### src/rtl/puf_challenge_sequencer_pkg.sv
// Shared constants for the PUF challenge sequencer: FSM encodings, vote count and default widths.
// Optional feature macro used by the top: PUF_MAJORITY_VOTE_EN.
package puf_challenge_sequencer_pkg;

    localparam int DEF_IN_WIDTH  = 128;
    localparam int DEF_OUT_WIDTH = 16;
    localparam int DEF_SLICE_W   = 8;
    localparam int DEF_CNT_WIDTH = 16;

    localparam int MAJ_EVALS = 3;

    localparam logic [2:0] S_IDLE   = 3'd0;
    localparam logic [2:0] S_LOAD   = 3'd1;
    localparam logic [2:0] S_SETTLE = 3'd2;
    localparam logic [2:0] S_FIRE   = 3'd3;
    localparam logic [2:0] S_WAIT   = 3'd4;
    localparam logic [2:0] S_SAMPLE = 3'd5;
    localparam logic [2:0] S_DONE   = 3'd6;

    typedef struct packed {
        logic [15:0] settle;
        logic [15:0] sample;
    } puf_timing_t;

endpackage

### src/rtl/puf_delay_counter.sv
// Down-counter shared by the settle and sample phases; zero flags the last cycle of a phase.
module puf_delay_counter
    import puf_challenge_sequencer_pkg::*;
#(
    parameter int CNT_WIDTH = DEF_CNT_WIDTH
) (
    input  logic                 clk,
    input  logic                 rst,
    input  logic                 load,
    input  logic                 dec,
    input  logic [CNT_WIDTH-1:0] load_value,
    output logic                 zero
);

    logic [CNT_WIDTH-1:0] value_q, value_d;

    always_comb begin
        value_d = value_q;
        if (load) begin
            value_d = load_value;
        end else if (dec && (value_q != '0)) begin
            value_d = value_q - CNT_WIDTH'(1);
        end
    end

    always_ff @(posedge clk or posedge rst) begin
        if (rst) begin
            value_q <= '0;
        end else begin
            value_q <= value_d;
        end
    end

    assign zero = (value_q == '0);

endmodule

### src/rtl/puf_challenge_sequencer.sv
// Walks a latched challenge one slice at a time through an arbiter PUF and collects one bit per slice.
// Define PUF_MAJORITY_VOTE_EN to evaluate each slice three times and keep the majority bit.
module puf_challenge_sequencer
    import puf_challenge_sequencer_pkg::*;
#(
    parameter int IN_WIDTH  = DEF_IN_WIDTH,
    parameter int OUT_WIDTH = DEF_OUT_WIDTH,
    parameter int SLICE_W   = DEF_SLICE_W,
    parameter int CNT_WIDTH = DEF_CNT_WIDTH
) (
    input  logic                 clk,
    input  logic                 reset,
    input  logic                 trigger,
    input  logic [IN_WIDTH-1:0]  dataIn,
    input  logic [15:0]          opA,
    input  logic [15:0]          opB,
    output logic                 done,
    output logic                 busy,
    output logic [OUT_WIDTH-1:0] dataOut,
    output logic [SLICE_W-1:0]   puf_challenge,
    output logic                 puf_fire,
    input  logic                 puf_response
);

    localparam int IDX_W = (OUT_WIDTH > 1) ? $clog2(OUT_WIDTH) : 1;
    localparam logic [IDX_W-1:0] LAST_IDX = IDX_W'(OUT_WIDTH - 1);

    logic [2:0]           state_q, state_d;
    logic [IDX_W-1:0]     idx_q, idx_d;
    logic [IN_WIDTH-1:0]  chal_q, chal_d;
    puf_timing_t          timing_q, timing_d;
    logic [OUT_WIDTH-1:0] data_out_q, data_out_d;
    logic [SLICE_W-1:0]   challenge_q, challenge_d;

    logic                 cnt_load;
    logic                 cnt_dec;
    logic [CNT_WIDTH-1:0] cnt_value;
    logic                 cnt_zero;
    logic                 bit_done;
    logic                 bit_val;

`ifdef PUF_MAJORITY_VOTE_EN
    localparam logic [1:0] REP_LAST = 2'(MAJ_EVALS - 1);
    logic [1:0] rep_q, rep_d;
    logic [1:0] ones_q, ones_d;
    logic [1:0] ones_sum;
`endif

    logic [SLICE_W-1:0] slices [OUT_WIDTH];

    for (genvar g = 0; g < OUT_WIDTH; g++) begin : g_slice
        assign slices[g] = chal_q[g*SLICE_W +: SLICE_W];
    end

    puf_delay_counter #(
        .CNT_WIDTH (CNT_WIDTH)
    ) u_delay (
        .clk        (clk),
        .rst        (reset),
        .load       (cnt_load),
        .dec        (cnt_dec),
        .load_value (cnt_value),
        .zero       (cnt_zero)
    );

    always_comb begin
        state_d     = state_q;
        idx_d       = idx_q;
        chal_d      = chal_q;
        timing_d    = timing_q;
        data_out_d  = data_out_q;
        challenge_d = challenge_q;
        cnt_load    = 1'b0;
        cnt_dec     = 1'b0;
        cnt_value   = '0;
        bit_done    = 1'b1;
        bit_val     = puf_response;
`ifdef PUF_MAJORITY_VOTE_EN
        rep_d    = rep_q;
        ones_d   = ones_q;
        ones_sum = ones_q + {1'b0, puf_response};
`endif

        case (state_q)
            S_IDLE: begin
                if (trigger) begin
                    chal_d          = dataIn;
                    timing_d.settle = opA;
                    timing_d.sample = opB;
                    idx_d           = '0;
                    data_out_d      = '0;
`ifdef PUF_MAJORITY_VOTE_EN
                    rep_d  = '0;
                    ones_d = '0;
`endif
                    state_d = S_LOAD;
                end
            end
            // Each delay phase lasts exactly op cycles, so a zero op skips the phase entirely.
            S_LOAD: begin
                challenge_d = slices[idx_q];
                if (timing_q.settle == '0) begin
                    state_d = S_FIRE;
                end else begin
                    cnt_load  = 1'b1;
                    cnt_value = CNT_WIDTH'(timing_q.settle - 16'd1);
                    state_d   = S_SETTLE;
                end
            end
            S_SETTLE: begin
                if (cnt_zero) state_d = S_FIRE;
                else          cnt_dec = 1'b1;
            end
            S_FIRE: begin
                if (timing_q.sample == '0) begin
                    state_d = S_SAMPLE;
                end else begin
                    cnt_load  = 1'b1;
                    cnt_value = CNT_WIDTH'(timing_q.sample - 16'd1);
                    state_d   = S_WAIT;
                end
            end
            S_WAIT: begin
                if (cnt_zero) state_d = S_SAMPLE;
                else          cnt_dec = 1'b1;
            end
            S_SAMPLE: begin
`ifdef PUF_MAJORITY_VOTE_EN
                bit_done = (rep_q == REP_LAST);
                bit_val  = (ones_sum >= 2'd2);
                if (bit_done) begin
                    rep_d  = '0;
                    ones_d = '0;
                end else begin
                    rep_d  = rep_q + 2'd1;
                    ones_d = ones_sum;
                end
`endif
                if (!bit_done) begin
                    state_d = S_LOAD;
                end else begin
                    data_out_d[idx_q] = bit_val;
                    if (idx_q == LAST_IDX) begin
                        state_d = S_DONE;
                    end else begin
                        idx_d   = idx_q + IDX_W'(1);
                        state_d = S_LOAD;
                    end
                end
            end
            S_DONE:  state_d = S_IDLE;
            default: state_d = S_IDLE;
        endcase
    end

    always_ff @(posedge clk or posedge reset) begin
        if (reset) begin
            state_q     <= S_IDLE;
            idx_q       <= '0;
            chal_q      <= '0;
            timing_q    <= '0;
            data_out_q  <= '0;
            challenge_q <= '0;
`ifdef PUF_MAJORITY_VOTE_EN
            rep_q  <= '0;
            ones_q <= '0;
`endif
        end else begin
            state_q     <= state_d;
            idx_q       <= idx_d;
            chal_q      <= chal_d;
            timing_q    <= timing_d;
            data_out_q  <= data_out_d;
            challenge_q <= challenge_d;
`ifdef PUF_MAJORITY_VOTE_EN
            rep_q  <= rep_d;
            ones_q <= ones_d;
`endif
        end
    end

    assign done          = (state_q == S_DONE);
    assign busy          = (state_q != S_IDLE);
    assign puf_fire      = (state_q == S_FIRE);
    assign dataOut       = data_out_q;
    assign puf_challenge = challenge_q;

endmodule

### config.mk
export PLATFORM = sky130hd
export DESIGN_NAME = puf_challenge_sequencer
export DESIGN_NICKNAME = d
export VERILOG_FILES = /design/src/rtl/puf_challenge_sequencer_pkg.sv /design/src/rtl/puf_delay_counter.sv /design/src/rtl/puf_challenge_sequencer.sv
export SDC_FILE = /design/constraint.sdc
export NUM_CORES = 1
export LEC_CHECK = 0
export ABC_CLOCK_PERIOD_IN_PS = 7700
export CAP_MARGIN = 25
export CORE_UTILIZATION = 45
export DETAILED_ROUTE_END_ITERATION = 12
export HOLD_SLACK_MARGIN = 0.02
export PLACE_DENSITY_LB_ADDON = 0.3
export SYNTH_ARGS = -nofsm -noshare
export SYNTH_HDL_FRONTEND = slang
export SYNTH_SLANG_ARGS = --single-unit
### constraint.sdc
create_clock -name clk -period 7.7 [get_ports clk]
set_input_delay 1.54 -clock clk [delete_from_list [all_inputs] [get_ports clk]]
set_output_delay 1.54 -clock clk [all_outputs]
set_load 0.01 [all_outputs]
# Word-level counts from Yosys, hierarchy flattened
# Cells that the tools add are included.
[totals] regBits=207 output_inout_bits=27 elab_cells=70
[classes] eq_ne=11 n_reduce_logical=15 bitwise=1 addsub=4 mux=28 n_lt_le_gt_ge=3
[op_table] operator="$mux W16" n=5
[op_table] operator="$pmux W16 S2" n=2
[op_table] operator="$logic_not A16 Y1" n=3
[op_table] operator="$sub A16 B1 Y16 const B" n=3
[op_table] operator="$bmux W8 S4" n=1
[op_table] operator="$pmux W3 S6" n=1
[op_table] operator="$bwmux W16" n=1
[op_table] operator="$mux W8" n=2
[op_table] operator="$reduce_bool A16 Y1" n=1
[op_table] operator="$mux W3" n=4
[op_table] operator="$eq A3 B3 Y1 const B" n=3
[op_table] operator="$mux W4" n=2
[op_table] operator="$ne A2 B2 Y1 const B" n=4
[op_table] operator="$pmux W4 S2" n=1
[op_table] operator="$mux W1" n=7
[op_table] operator="$eq A3 B2 Y1 const B" n=2
[op_table] operator="$reduce_and A3 Y1" n=2
[op_table] operator="$ge A5 B5 Y1 const B" n=1
[op_table] operator="$lt A4 B5 Y1 const B" n=1
[op_table] operator="$not A4 Y5" n=1
[op_table] operator="$add A4 B1 Y4 const B" n=1
[op_table] operator="$demux W1 S4" n=1
[op_table] operator="$eq A4 B4 Y1 const B" n=1
[op_table] operator="$ge A4 B1 Y1 const B" n=1
[op_table] operator="other kinds (8)" n=11

# Longest topological paths before layout
# Gate-level depths: netlist (run 1).
[depth] word_depth=6 depth_mapped=9 depth_no_buf=7

# By module
# A second synthesis (run 1) with hierarchy kept.
[hier_totals] hier_cells=1202 hier_area_um2=10359.9
[by_module_without_submodules] mod="puf_challenge_sequencer" instances=1 cells_per_inst=1079 seq_area_each_um2=4779.6 area_each_um2=9302.7
[by_module_without_submodules] mod="puf_delay_counter" instances=1 cells_per_inst=123 seq_area_each_um2=400.4 area_each_um2=1057.3

# Worst setup path after synthesis (run 1)
# OpenSTA, ideal clock, no wires.
[synth_path] kind="input to register" from="in trigger" to="reg chal_q[0]" n_path_buf=2 setup_ns=0.125 path_slack_ns=4.908 path_stages=5 t_arrival_ns=2.668 cell_sequence="inv_1 > nor2_1 > clkbuf_1 > buf_2 > mux2_2"
[synth_via] elab_chain_cells=1
[synth_lines] item="from (decl)" line="puf_challenge_sequencer.sv:13" rtl="input logic trigger,"
[synth_lines] item="$reduce_and A2 Y1 (no source line)"
[synth_lines] item="to (signal assigned)" line="puf_challenge_sequencer.sv:171" rtl="chal_q <= chal_d;"
[synth_lines] item="to (decl)" line="puf_challenge_sequencer.sv:30" rtl="logic [IN_WIDTH-1:0] chal_q, chal_d;"
# No other way between the ends.
# A chain may end at the register's enable or synchronous reset.

# Worst setup path after layout (run 1)
[layout_path] from="reg state_q[0]" to="out puf_fire"
[layout_via] elab_chain_cells=1
[layout_lines] item="from (decl)" line="puf_challenge_sequencer.sv:28" rtl="logic [2:0] state_q, state_d;"
[layout_lines] item="from (signal assigned)" line="puf_challenge_sequencer.sv:169" rtl="state_q <= state_d;"
[layout_lines] item="$eq A3 B2 Y1" line="puf_challenge_sequencer.sv:184" rtl="assign puf_fire = (state_q == S_FIRE);"
[layout_lines] item="to (decl)" line="puf_challenge_sequencer.sv:21" rtl="output logic puf_fire,"
# No other way between the ends.

==> out/metrics.csv, run 1 <==
metric,value,unit
final slew viol count,0,
kind of critical path,reg2out,
Peak VDD IR,202,uV
final setup fails,0,
first drt pass iteration count,9,
Yosys top cell by area,dfrtp_1,
pin count of the biggest net entering global routing,171,
CTS max path bufs,3,
Critical Path Sink Type,output port,
core area,0.0220,mm2
crit path time final,3700,ps
first-pass GRT wire length,39500,um
DR WL/cell,19.8,um
Hold Buf Count CTS,0,
post-synthesis cell area,0.0101,mm2
Crit-path slowest cell,dfrtp_1,
Post-synth top flop,dfrtp_1,
R2R cell count,6,
Syn Nets,931,
io pins,191,
reg2reg end,dataOut[15]$_DFFE_PP0P_,
critical path arrival,2160,ps
yosys warns,0,
worst skew pair latency,520,ps
total CTS buffers,24,
post-CTS sizing,0,
clk slew on worst S/H paths,60,ps
"top cells by area, synth","dfrtp_1, mux2_2, mux4_2",
FF-to-FF Start,state_q[0]$_DFFE_PP0P_,
worst-margin pin slew,1150,ps
gr ovfl total,0,
failing checks,DRC,
crit path capture,puf_fire,
Top delay family on crit path,buffers and inverters,
Post-CTS Setup Inserts,0,
status,finished with violations,
Yosys reg bits,207,
design area,0.0131,mm2
cell breakdown of the critical path,nand3b_1 -> inv_1 -> clkdlybuf4s50_1,
Port Buf Inserts,190,
Vias,6962,
Vias/cell,5.63,
layout cells sized above 1,29.0,%
Final Hold Viols,0,
"Cell Area, Placed",0.0123,mm2
Worst EP required,6160,ps
count of flip-flops with a built-in enable after synthesis,0,
CTS tree,built,
"most common cell after layout, fill and taps aside",dfrtp_1,
Layout Utilization,59.9,%
Tot Pwr,5.22,mW
Place WS,3850,ps
WP depth,3,
row cnt,54,
Leakage,5.17,nW
HPWL Detailed,17100,um
vias in the first global route,7196,
fin cells,1237,
Rel. slew slack,23.5,%
post-layout worst setup margin,4000,ps
hold_ws,498,ps
power per cell area,397,mW/mm2
syn avg cell area,13.3,um2
Hold WC Path Type,reg2reg,
most frequent cells in the layout,"dfrtp_1, clkdlybuf4s50_1, mux2_2",
Worst R2R Setup Slack,4780,ps
Synth Instances,760,
die height,152,um
WP buf/inv,2,
Netlist cell types,64,
CP Max Fanout,12,
Placed Cells,1191,
startpoint types,flop,
die area,0.0231,mm2
Tcrit/Tclk final,48.1,%
Max Cap Viol,0,
H-tree lvl count,1,
All-Layer GR Usage,21.8,%
fillers,1724,
initial antenna violation count,4,
DR iter-0 viols,356,
Async SR Flop Fraction,100,%
initial core utilization,46.1,%
GP Congestion,0.841,
CP startpoint,state_q[0]$_DFFE_PP0P_,
Worst path max stage delay,560,ps
post-layout net count,1109,
DRC errors left,30,
register area share after synthesis,51.1,%
RSZ-0062 raised after global routing,false,
clk_skew,23.4,ps
post-synth top area share,51.1,%
area growth from synthesis to layout,29.7,%
clk sinks,207,
clk root buf,clkbuf_16,
setup tns final,0,ps
Routed Antenna Nets,0,
Die X,152,um
Total Routed Length,24500,um
f_max,270,MHz
==> per-layer routing <==
layer,global-route usage (%),up-vias,routed length (um)
met5,0,-,22
met4,6.07,4,606
met3,5.82,44,1640
met2,35.0,182,11400
met1,29.1,3501,10800
li1,-,3231,-
==> sequential cells by signal, indices dropped and copies added, names as in the netlist <==
| register | cells |
|---|---|
| timing_q | 32 |
| u_delay.value_q | 16 |
| idx_q | 4 |
| chal_q | 128 |
| state_q | 3 |
| dataOut | 16 |
| puf_challenge | 8 |
==> cells in the mapped netlist (15+ instances only) <==
| master | number |
|---|---|
| xnor2_1 | 16 |
| inv_1 | 15 |
| a21oi_1 | 17 |
| xor2_1 | 15 |
| clkbuf_1 | 25 |
| buf_2 | 20 |
| o21ai_0 | 40 |
| dfrtp_1 | 207 |
| mux4_2 | 40 |
| mux2_2 | 163 |
| nor2_1 | 24 |
| nand2_1 | 25 |
==> worst reg2reg max path: stages (launching register included) <==
cell     delay, ps
dfrtp_1        510
or3_1          500
nor2_4         130
buf_12         410
nor2_1         860
o21ai_0        290
o31ai_1        100
==> report_power, final <==
group          switching [mW]  leakage, nW  internal [mW]  total, mW
combinational           0.859         2.26           1.18       2.04
clock                   0.446        0.408          0.699       1.15
sequential              0.432         2.50           1.60       2.04
==> cells by family after synthesis <==
group	after synthesis	share of synthesized area (%)
muxes	206	27.3
AOI/OAI and AO/OA	116	7.83
adders and majority gates	7	0.864
buffers and inverters	61	2.58
DFF	207	51.1
and+or+nand+nor	132	7.62
xor gates and xnor gates	31	2.68
==> cell type report <==
cell class,count,area (um2),share of cell area [%]
inverters,15,63.8,0.485
clock buffers,40,791,6.02
multi-input cells,492,4700,35.8
repair buffers,198,2010,15.3
well taps,280,350,2.66
diodes,1,2.50,0.0190
flip-flops and latches,207,5180,39.4
clock inverters,4,37.5,0.286
==> worst min path at each step <==
stage | startpoint | to | cells after the start
floorplan | chal_q[119]$_DFFE_PP0P_ | chal_q[119]$_DFFE_PP0P_ | 1
global placement | chal_q[24]$_DFFE_PP0P_ | chal_q[24]$_DFFE_PP0P_ | 1
detailed placement | chal_q[38]$_DFFE_PP0P_ | chal_q[38]$_DFFE_PP0P_ | 1
CTS | chal_q[123]$_DFFE_PP0P_ | chal_q[123]$_DFFE_PP0P_ | 1
global route | chal_q[120]$_DFFE_PP0P_ | chal_q[120]$_DFFE_PP0P_ | 1
finish | chal_q[83]$_DFFE_PP0P_ | chal_q[83]$_DFFE_PP0P_ | 1
(Power assumes the default switching activity.)
==> run 2, diff against run 1 <==
Settings changed: ABC_CLOCK_PERIOD_IN_PS 7700 to 3570.
Clock period 7.7 ns to 3.57 ns, I/O delays scaled along.
==> run 2 against run 1 <==
Compared with the run above:
- critical path type unchanged
- non-clock buffer count rose by 6
- critical path depth did not move
- count of clock-buffer cells in the layout fell by 11
- the run still ends with DRC left
- worst setup slack got worse by 3200 ps
- worst hold slack improved by 2.9 ps
- die area did not move
- clock skew fell by 6.1 ps
- final area rose by 0.20%
==> out/metrics.csv, run 2 (same netlist as run 1, synthesis figures left out) <==
metric,value,unit
die area,0.0231,mm2
Top delay family on crit path,buffers and inverters,
startpoint types,flop,
Placed Cells,1198,
die height,152,um
Port Buf Inserts,190,
vias in the first global route,7364,
max reg flops,128,
gr ovfl total,0,
Hold WC Path Type,reg2reg,
initial core utilization,46.1,%
DR WL/cell,19.8,um
Tot Pwr,11.3,mW
status,finished with violations,
Tcrit/Tclk final,78.9,%
CP Max Fanout,12,
WP buf/inv,2,
Place WS,810,ps
worst skew pair latency,520,ps
most frequent cells in the layout,"dfrtp_1, clkdlybuf4s50_1, mux2_2",
final slew viol count,0,
core area,0.0220,mm2
Critical Path Sink Type,output port,
worst-margin pin slew,1010,ps
RSZ-0062 raised after global routing,false,
final setup fails,0,
All-Layer GR Usage,22.2,%
"Cell Area, Placed",0.0124,mm2
crit path time final,2820,ps
clk sinks,207,
Worst path max stage delay,560,ps
Peak VDD IR,473,uV
area growth from synthesis to layout,30.0,%
Crit-path slowest cell,clkdlybuf4s50_1,
most flop-heavy register,chal_q,
Post-CTS Setup Inserts,0,
clk root buf,clkbuf_16,
row cnt,54,
Top Registers,"chal_q x128, timing_q x32",
HPWL Detailed,18000,um
Vias,6907,
DRC errors left,24,
initial antenna violation count,1,
Layout Utilization,60.0,%
Worst EP required,2860,ps
post-layout worst setup margin,754,ps
Leakage,5.18,nW
"most common cell after layout, fill and taps aside",dfrtp_1,
hold_ws,501,ps
cell breakdown of the critical path,nand3b_1 -> inv_1 -> clkdlybuf4s50_1,
Vias/cell,5.57,
CTS tree,built,
fin cells,1240,
H-tree lvl count,1,
DR iter-0 viols,419,
Final Hold Viols,0,
post-layout net count,1114,
pin count of the biggest net entering global routing,64,
clk slew on worst S/H paths,60,ps
Max Cap Viol,0,
layout cells sized above 1,29.2,%
Total Routed Length,24500,um
Routed Antenna Nets,0,
setup tns final,0,ps
design area,0.0132,mm2
Die X,152,um
total CTS buffers,23,
CTS max path bufs,3,
GP Congestion,0.861,
kind of critical path,reg2out,
post-CTS sizing,0,
first drt pass iteration count,9,
f_max,355,MHz
Hold Buf Count CTS,0,
critical path arrival,2100,ps
io pins,191,
Rel. slew slack,32.5,%
power per cell area,855,mW/mm2
clk_skew,17.3,ps
failing checks,DRC,
first-pass GRT wire length,40100,um
## run 2: cell types whose count changed in the layout (fill, tap and decap cells not counted), moves of 2 or more
cell / change
buf_12: +6
buf_16: -2
buf_4: +2
bufinv_16: +3
clkbuf_8: -10
clkinv_2: +7
## run 2: path summary, 6_finish.rpt
kind / start / end / slack, ps / cells after the start
worst max-delay path: state_q[0]$_DFFE_PP0P_ / puf_fire / 750 / 3
worst min-delay path: chal_q[110]$_DFFE_PP0P_ / chal_q[110]$_DFFE_PP0P_ / 500 / 1
worst max register to register: timing_q[16]$_DFFE_PP0P_ / u_delay.value_q[3]$_DFFE_PP0P_ / 790 / 7
worst min register to register: chal_q[110]$_DFFE_PP0P_ / chal_q[110]$_DFFE_PP0P_ / 500 / 1
max in group asynchronous: reset / timing_q[13]$_DFFE_PP0P_ / 2060 / 3
min in group asynchronous: reset / chal_q[62]$_DFFE_PP0P_ / 720 / 2
## run 2: per-layer routing
layer	global-route usage [%]	wire (um)	up-vias
li1	-	-	3224
met1	29.4	10500	3470
met2	37.1	12100	183
met3	5.25	1480	30
met4	5.00	395	0
met5	0	0	-
## run 2: report_power, final
group | internal [mW] | switching (mW)
logic | 2.57 | 1.91
registers | 3.46 | 0.893
clock network | 1.47 | 0.965
total | 7.49 | 3.76
## run 2: cell type report
| class | count | area [um2] |
|---|---|---|
| antenna | 1 | 2.50 |
| clock buffer | 29 | 628 |
| clock inverter | 12 | 150 |
| fill | 1711 | 8790 |
| inverter | 15 | 60.1 |
| multi-input combinational | 492 | 4700 |
| sequential | 207 | 5180 |
| tap | 280 | 350 |
| timing repair buffer | 204 | 2090 |
==> run 3, diff against run 2 <==
Settings changed: ABC_CLOCK_PERIOD_IN_PS 3570 to 2400.
Clock period 3.57 ns to 2.4 ns, I/O delays scaled along.
==> run 3 against run 2 <==
Compared with the run above:
- the run still ends with DRC left
- first-iteration DRC count grew 6.2%
- register-to-register slack lost 670 ps
- cell count grew 3.8%
- worst hold slack lost 14 ps
- critical path depth grew 1
==> out/metrics.csv, run 3 (same netlist as run 1, synthesis figures left out) <==
metric,value,unit
power per cell area,1300,mW/mm2
All-Layer GR Usage,22.4,%
HPWL Detailed,18700,um
initial antenna violation count,0,
R2R cell count,8,
Rel. slew slack,44.6,%
GP Congestion,0.896,
worst skew pair latency,510,ps
Peak VDD IR,621,uV
CP Max Fanout,6,
initial core utilization,46.1,%
Routed Antenna Nets,0,
Antenna Cells,0,
Leakage,5.47,nW
total CTS buffers,24,
clk_skew,10.9,ps
"most common cell after layout, fill and taps aside",dfrtp_1,
row cnt,54,
hold_ws,487,ps
first drt pass iteration count,9,
Port Buf Inserts,190,
final setup fails,0,
post-layout net count,1160,
first-pass GRT wire length,40800,um
FF-to-FF Start,timing_q[0]$_DFFE_PP0P_,
RSZ-0062 raised after global routing,true,
startpoint types,flop,
area growth from synthesis to layout,35.2,%
Critical Path Sink Type,output port,
Die X,152,um
kind of critical path,reg2out,
critical path arrival,1880,ps
Final Hold Viols,0,
clk sinks,207,
final slew viol count,0,
Tcrit/Tclk final,98.2,%
Vias,7227,
die height,152,um
die area,0.0231,mm2
Worst R2R Setup Slack,120,ps
most flop-heavy register,chal_q,
core area,0.0220,mm2
gr ovfl total,0,
Layout Utilization,62.4,%
Top Registers,"chal_q x128, timing_q x32",
CTS max path bufs,3,
CTS tree,built,
layout cells sized above 1,33.4,%
failing checks,DRC,
max reg flops,128,
Hold Buf Count CTS,0,
Vias/cell,5.62,
most frequent cells in the layout,"dfrtp_1, clkdlybuf4s50_1, mux2_2",
f_max,424,MHz
Total Routed Length,25300,um
DR WL/cell,19.6,um
crit path time final,2360,ps
DRC errors left,13,
Hold WC Path Type,in2async,
vias in the first global route,7510,
clk slew on worst S/H paths,60,ps
worst-margin pin slew,828,ps
reg2reg end,u_delay.value_q[5]$_DFFE_PP0P_,
DR iter-0 viols,445,
clk root buf,clkbuf_16,
"Cell Area, Placed",0.0127,mm2
Max Cap Viol,0,
design area,0.0137,mm2
H-tree lvl count,1,
Worst EP required,1920,ps
pin count of the biggest net entering global routing,73,
io pins,191,
status,finished with violations,
==> run 3: cell types whose count changed in the layout (fill, tap and decap cells not counted), moves of 2 or more <==
cell,change
clkbuf_8,+4
clkinv_2,-5
dfrtp_2,+2
dfrtp_1,-2
buf_4,+40
clkbuf_16,+2
buf_12,+5
==> run 3: how the worst max path moves through the flow <==
| stage | from | end | cells past startpoint |
|---|---|---|---|
| floorplan | reset | chal_q[0]$_DFFE_PP0P_ | 1 |
| global placement | timing_q[0]$_DFFE_PP0P_ | u_delay.value_q[6]$_DFFE_PP0P_ | 8 |
| detailed placement | timing_q[0]$_DFFE_PP0P_ | u_delay.value_q[6]$_DFFE_PP0P_ | 8 |
| CTS | state_q[2]$_DFFE_PP0P_ | puf_fire | 3 |
| global route | state_q[0]$_DFFE_PP0P_ | puf_fire | 4 |
| finish | state_q[0]$_DFFE_PP0P_ | puf_fire | 4 |
==> run 3: stage by stage <==
stage / worst slack (ps) / TNS (ps) / total power [mW] / instances
floorplan: -766 / -158610 / 11.2 / 760
global placement: 76.9 / 0 / 13.5 / 1235
detailed placement: 26.8 / 0 / 13.8 / 1235
CTS: 9.79 / 0 / 17.9 / 1280
global route: -20.9 / -26.3 / 18.8 / 1287
finish: 43.6 / 0 / 17.8 / 1287
==> run 3: per-layer routing <==
layer  vias up  GRT usage, %  share of wire, %  routed length, um
li1       3319             -                 -                  -
met1      3645          29.5                42              10600
met2       222          37.4                49              12300
met3        41          5.19               6.8               1720
met4         0          6.32               2.5                644
met5         -             0                 0                  0
==> run 3: area by class of cell <==
cell class,instances,area (um2)
multi-input combinational,492,4720
timing repair buffer,249,2500
sequential,207,5180
tap,280,350
clock buffer,35,733
clock inverter,9,154
inverter,15,60.1
fill,1724,8260
==> run 3: worst max-delay path: stages (launching register included) <==
cell and delay (ps):
dfrtp_1 390, buf_4 160, nand3b_1 160, inv_2 120, clkdlybuf4s50_1 540
==> run 3: where the power goes <==
part | internal, mW | switching [mW] | total, mW
combinational | 4.28 | 3.23 | 7.52
clock | 2.55 | 1.45 | 4.00
sequential | 5.15 | 1.13 | 6.28
total | 12.0 | 5.81 | 17.8
==> run 3: repair_timing <==
action | in CTS | in global routing
resized for setup | 4 | 6
pin swaps | 0 | 1
gates cloned | 0 | 0
buffers inserted | 1 | 7
endpoints found under the setup margin | 2 | 10
